**config.mk**
```make
export PLATFORM = sky130hd
export DESIGN_NAME = fifo_stream_reader
export DESIGN_NICKNAME = d
export VERILOG_FILES = /design/src/rtl/digitizer_pkg.sv /design/src/rtl/stream_skid_buf.sv /design/src/rtl/fifo_stream_reader.sv
export SDC_FILE = /design/constraint.sdc
export NUM_CORES = 1
export LEC_CHECK = 0
export BUFFER_PORTS_ARGS = -buffer_cell sky130_fd_sc_hd__buf_2
export CORE_MARGIN = 5
export CORE_UTILIZATION = 32
export CTS_CLUSTER_DIAMETER = 40
export CTS_CLUSTER_SIZE = 14
export DETAILED_ROUTE_END_ITERATION = 6
export SKIP_CTS_REPAIR_TIMING = 1
export SLEW_MARGIN = 20
export SYNTH_ARGS = -nofsm -noshare
export SYNTH_HDL_FRONTEND = slang
export SYNTH_SLANG_ARGS = --single-unit
```
**constraint.sdc**
```tcl
create_clock -name clk -period 2.49 [get_ports clk]
set_input_delay 0.249 -clock clk [delete_from_list [all_inputs] [get_ports clk]]
set_output_delay 0.249 -clock clk [all_outputs]
set_load 0.05 [all_outputs]
```
**src/rtl/digitizer_pkg.sv**
```systemverilog
// Shared definitions for the digitizer FIFO readers: reader FSM encoding and
// a constant-evaluable ceil(log2) helper.
package digitizer_pkg;

  typedef logic [1:0] reader_state_t;

  localparam reader_state_t ST_IDLE     = 2'd0;
  localparam reader_state_t ST_RUN      = 2'd1;
  localparam reader_state_t ST_STOPPING = 2'd2;

  function automatic int clog2(input int value);
    int result;
    result = 0;
    for (int i = 0; i < 31; i++) begin
      if ((1 << i) < value) result = i + 1;
    end
    return result;
  endfunction

endpackage

```
**src/rtl/stream_skid_buf.sv**
```systemverilog
// Two-entry valid/ready buffer. The writer has no back-pressure and must keep
// its own credit from the occupancy output so the buffer never overflows.
module stream_skid_buf #(
  parameter int DATA_WIDTH = 32
) (
  input  logic                  clk,
  input  logic                  reset_n,
  input  logic                  s_valid,
  input  logic [DATA_WIDTH-1:0] s_data,
  output logic                  m_valid,
  input  logic                  m_ready,
  output logic [DATA_WIDTH-1:0] m_data,
  output logic [1:0]            occupancy
);

  logic [DATA_WIDTH-1:0] head_reg, head_next;
  logic [DATA_WIDTH-1:0] tail_reg, tail_next;
  logic [1:0]            occ_reg, occ_next;
  logic                  pop;

  always_comb begin
    pop       = (occ_reg != 2'd0) && m_ready;
    head_next = head_reg;
    tail_next = tail_reg;
    occ_next  = occ_reg;
    case (occ_reg)
      2'd0: begin
        if (s_valid) begin
          head_next = s_data;
          occ_next  = 2'd1;
        end
      end
      2'd1: begin
        if (s_valid && pop) begin
          head_next = s_data;
        end else if (s_valid) begin
          tail_next = s_data;
          occ_next  = 2'd2;
        end else if (pop) begin
          occ_next  = 2'd0;
        end
      end
      default: begin
        // Full: head only advances on a pop; a same-cycle write refills the tail.
        if (pop) begin
          head_next = tail_reg;
          if (s_valid) tail_next = s_data;
          else         occ_next  = 2'd1;
        end
      end
    endcase
  end

  always_ff @(posedge clk or negedge reset_n) begin
    if (!reset_n) begin
      head_reg <= '0;
      tail_reg <= '0;
      occ_reg  <= 2'd0;
    end else begin
      head_reg <= head_next;
      tail_reg <= tail_next;
      occ_reg  <= occ_next;
    end
  end

  assign m_valid   = (occ_reg != 2'd0);
  assign m_data    = head_reg;
  assign occupancy = occ_reg;

endmodule

```
**src/rtl/fifo_stream_reader.sv**
```systemverilog
// Read-side controller for a non-FWFT FIFO: issues reads under a 2-word credit,
// buffers the 1-cycle-late Q data and emits a framed valid/ready stream.
module fifo_stream_reader
  import digitizer_pkg::*;
#(
  parameter int DATA_WIDTH = 32,
  parameter int FRAME_LEN  = 256,
  parameter int CNT_WIDTH  = 32
) (
  input  logic                  clk,
  input  logic                  reset_n,
  input  logic                  enable,
  input  logic                  fifo_empty,
  input  logic [DATA_WIDTH-1:0] fifo_q,
  output logic                  fifo_re,
  output logic                  m_valid,
  input  logic                  m_ready,
  output logic [DATA_WIDTH-1:0] m_data,
  output logic                  m_last,
  output logic                  busy,
  output logic [CNT_WIDTH-1:0]  frame_cnt
);

  localparam int IDX_W = (FRAME_LEN > 1) ? clog2(FRAME_LEN) : 1;
  localparam logic [IDX_W-1:0] LAST_IDX = IDX_W'(FRAME_LEN - 1);

  reader_state_t          state_reg, state_next;
  logic [IDX_W-1:0]       rd_idx_reg, rd_idx_next;
  logic [IDX_W-1:0]       out_idx_reg, out_idx_next;
  logic                   in_flight_reg;
  logic [CNT_WIDTH-1:0]   frame_cnt_reg, frame_cnt_next;
  logic [1:0]             occupancy;
  logic [2:0]             level;
  logic                   xfer;
  logic                   rd_wrap;

  stream_skid_buf #(
    .DATA_WIDTH (DATA_WIDTH)
  ) u_buf (
    .clk       (clk),
    .reset_n   (reset_n),
    .s_valid   (in_flight_reg),
    .s_data    (fifo_q),
    .m_valid   (m_valid),
    .m_ready   (m_ready),
    .m_data    (m_data),
    .occupancy (occupancy)
  );

  always_comb begin
    xfer    = m_valid && m_ready;
    // Words that will still be held after this cycle's departure, plus the one in flight.
    level   = 3'(occupancy) + 3'(in_flight_reg) - 3'(xfer);
    fifo_re = (state_reg != ST_IDLE) && !fifo_empty && (level < 3'd2);
    rd_wrap = fifo_re && (rd_idx_reg == LAST_IDX);

    rd_idx_next = rd_idx_reg;
    if (fifo_re) rd_idx_next = rd_wrap ? '0 : rd_idx_reg + IDX_W'(1);

    out_idx_next   = out_idx_reg;
    frame_cnt_next = frame_cnt_reg;
    if (xfer) begin
      out_idx_next = (out_idx_reg == LAST_IDX) ? '0 : out_idx_reg + IDX_W'(1);
      if (m_last) frame_cnt_next = frame_cnt_reg + CNT_WIDTH'(1);
    end

    state_next = state_reg;
    case (state_reg)
      ST_IDLE: begin
        if (enable) state_next = ST_RUN;
      end
      ST_RUN: begin
        // Decide on the post-read index so a read issued this cycle is never orphaned.
        if (!enable) state_next = (rd_idx_next == '0) ? ST_IDLE : ST_STOPPING;
      end
      ST_STOPPING: begin
        if (enable)       state_next = ST_RUN;
        else if (rd_wrap) state_next = ST_IDLE;
      end
      default: state_next = ST_IDLE;
    endcase
  end

  always_ff @(posedge clk or negedge reset_n) begin
    if (!reset_n) begin
      state_reg     <= ST_IDLE;
      rd_idx_reg    <= '0;
      out_idx_reg   <= '0;
      in_flight_reg <= 1'b0;
      frame_cnt_reg <= '0;
    end else begin
      state_reg     <= state_next;
      rd_idx_reg    <= rd_idx_next;
      out_idx_reg   <= out_idx_next;
      in_flight_reg <= fifo_re;
      frame_cnt_reg <= frame_cnt_next;
    end
  end

  assign m_last    = m_valid && (out_idx_reg == LAST_IDX);
  assign busy      = (state_reg != ST_IDLE) || in_flight_reg || (occupancy != 2'd0);
  assign frame_cnt = frame_cnt_reg;

endmodule

```
==> flow_summary.toml <==
[finish]
area_growth_syn_to_layout_pct = 31.2
drive_gt1_share_pct = 34.6
fillers = 1573
final_core_util_pct = 43.1
fin_area_um2 = 6900
stdcell_count = 818
nets = 629

[grt]
grt_pass1_wl_mm = 20.4
grt_antenna_before_repair = 1
track_usage_pct = 12.9
grt_start_max_net_pins = 65
grt_pass1_vias = 4016
grt-ovfl-total = 0

[clock_network]
clock-sinks = 117
cts_buffer_depth = 2
cts_tree = "yes"
htree_num_levels = 4
cts_buffers = 17
root_buffer = "clkbuf_16"
cts.clk_slew.worst_paths_ns = 0.06
clock_latency_ns = 0.42

[placed_design]
place_inst = 780
port_buffers = 104
dpl.hpwl_mm = 8.26
place_area_um2 = 6170
gp_congestion = 0.729
pre_cts_ws_ns = -0.302

[power_and_ir_drop]
peakVddDrop_v = 0.000723
leakage_nw = 3.29
p_seq_share_pct = 35.0
p_int_w = 0.00529
switching_share_pct = 37.2
p_switching_w = 0.00313
power_frac_comb_pct = 33.6
clkPwrFrac_pct = 31.4
pwr_density_cell_nw_per_um2 = 1220

[sta]
finalSetupViolCount = 2
worst_pin_slew_ns = 0.649
clock_skew_ns = 0.0128
period_share_pct = 111
maxSlewHeadroom_pct = 56.7
finalSetupTns_ns = -0.501
finalMaxSlewViolations = 0
worst_slack_ns = -0.266
timing.fmax_mhz = 363
hold_violations = 0
finalCriticalPeriod_ns = 2.76
rsz0062_at_grt = "true"

[critical_path]
r2r_end = "state_reg[1]"
worstPathArrival_ns = 3.02
start_kind = "flop"
ff2ff_path_depth = 12
r2r-start = "u_buf.occupancy[1]"
cp.required_ns = 2.76
critPathKind = "flop to flop"
crit_fanout = 5
crit_path_end_kind = "flop"
rrSetupSlack_ns = -0.27

[synthesis]
ys_seq_elements = 117
synth_flop_cell = "dfrtp_1"
synth_edf_count = 0
syn_nets = 506
synthArstFlopShare_pct = 100
yosysSeqAreaShare_pct = 55.7
synthCells = 465
avgSynthCellArea_um2 = 11.3
yosysWarnings = 0
ys_types = 49
netlist_area_um2 = 5260

[routing]
first_pass_iters = 4
drtIter0Drc = 273
drc_errors = 0
vias_per_cell = 4.79
post_drt_wl_per_cell_um = 14.8
antenna_left = 0
num_vias = 3920
postRouteWirelength_mm = 12.1

[run]
max_cap_viol_count = 0

[hold_path]
min_to = "u_buf.tail_reg[28]"
hp-class = "input pin to flop"
hold_start = "fifo_q[28]"
hold_depth = 2

[floorplanning]
initial_utilization_pct = 32.9
core_area_um2 = 16000
dieArea_um2 = 19100
num_rows = 46
ios = 105
dieHeight_um = 138
die_w_um = 138

[outcome]
status = "finished with violations"
violations = "setup timing"
power groups by stage:
stage | sequential [W] | combinational [W] | clock, W
after floorplan | 0.00371 | 0.00124 | 0
after global placement | 0.00294 | 0.00270 | 0
after detailed placement | 0.00296 | 0.00278 | 0
after CTS | 0.00294 | 0.00278 | 0.00270
after global routing | 0.00303 | 0.00307 | 0.00280
final | 0.00295 | 0.00282 | 0.00264
worst max-delay path by stage:
| stage | from | end | slack [ns] |
|---|---|---|---|
| 5_1_grt | u_buf.occupancy[1] | state_reg[1] | -0.34 |
| 3_3_place_gp | u_buf.occupancy[0] | state_reg[1] | -0.21 |
| 2_1_floorplan | u_buf.occupancy[1] | state_reg[1] | -0.25 |
| 6_report | u_buf.occupancy[1] | state_reg[1] | -0.27 |
| 3_5_place_dp | u_buf.occupancy[0] | state_reg[1] | -0.30 |
| 4_1_cts | u_buf.occupancy[0] | fifo_re | -0.53 |
logic make-up (layout without fill, tap and decap cells):
kind of cell,after synthesis,after routing,share of synthesized area (%)
xor gates and xnor gates,42,42,7.00
DFF,117,117,55.7
muxes,66,66,13.4
AOI/OAI and AO/OA,57,57,6.31
other,0,1,0
buffers and inverters,29,165,2.36
and+or+nand+nor,150,150,14.2
adders and majority gates,4,4,1.09
cell type report:
cell class,instances,area [µm²],area share [%]
Timing Repair Buffer,126,753,10.9
Inverter,7,30.0,0.435
Sequential cell,117,2930,42.5
Antenna cell,1,2.50,0.0363
Clock inverter,8,144,2.09
Tap cell,216,270,3.92
Clock buffer,24,492,7.13
Multi-Input combinational cell,319,2270,33.0
routing by layer:
layer  global-route usage, %  part of all wire, %  vias up  wire (µm)
li1                        -                    -     1865          -
met1                    16.3                   44     1908       5280
met2                    19.7                   47      122       5670
met3                    6.00                  7.9       23        956
met4                    4.37                  1.4        2        168
met5                       0                 0.12        -         15
cells in the mapped netlist, drive strengths merged, types with 2 or more instances:
cell	n	share of area (%)
and3	6	0.71
ha	3	0.71
nand4	11	1.4
clkbuf	9	0.64
nor4	2	0.36
xnor2	23	3.8
nand3b	2	0.29
nor2b	3	0.36
or3	3	0.45
nand2b	5	0.59
nor2	18	1.3
nand2	65	4.6
a21oi	3	0.29
dfrtp	117	56
or4	3	0.43
xor2	19	3.2
nor3	14	1.6
buf	13	1.2
mux2	34	7.3
inv	7	0.50
nand3	14	1.3
and4	2	0.33
mux2i	32	6.1
o21ai	40	3.8
worst max-delay path: stages (launching register included):
cell	delay, ns
dfrtp_2	0.42
nand2_4	0.09
nor2_4	0.04
o21ai_2	0.16
fa_2	0.44
nand2b_1	0.07
or3_4	0.13
buf_6	0.11
clkinvlp_4	0.11
buf_6	0.14
or4_4	0.41
a222oi_1	0.32
a41oi_1	0.17
stage by stage:
stage	hold slack (ns)	total power (W)
2_1_floorplan	-0.0466	0.00495
6_report	0.0751	0.00841
5_1_grt	0.0649	0.00890
3_3_place_gp	0.208	0.00564
3_5_place_dp	0.220	0.00573
4_1_cts	-0.225	0.00842
cell usage in the layout, fill, tap and decap left out, types with 4 or more instances in the layout:
cell type,instances
mux2i_1,32
nand3_1,14
clkbuf_8,4
nor3_2,4
nand4_1,10
nor3_1,10
dfrtp_1,116
clkbuf_16,17
and3_1,6
nand2_1,63
buf_2,102
buf_4,15
buf_6,4
bufinv_16,4
nand2b_1,5
mux2_2,34
xnor2_1,22
xor2_1,19
nor2_1,17
inv_1,5
o21ai_0,38
No activity file was read; power rests on OpenSTA's default activity.
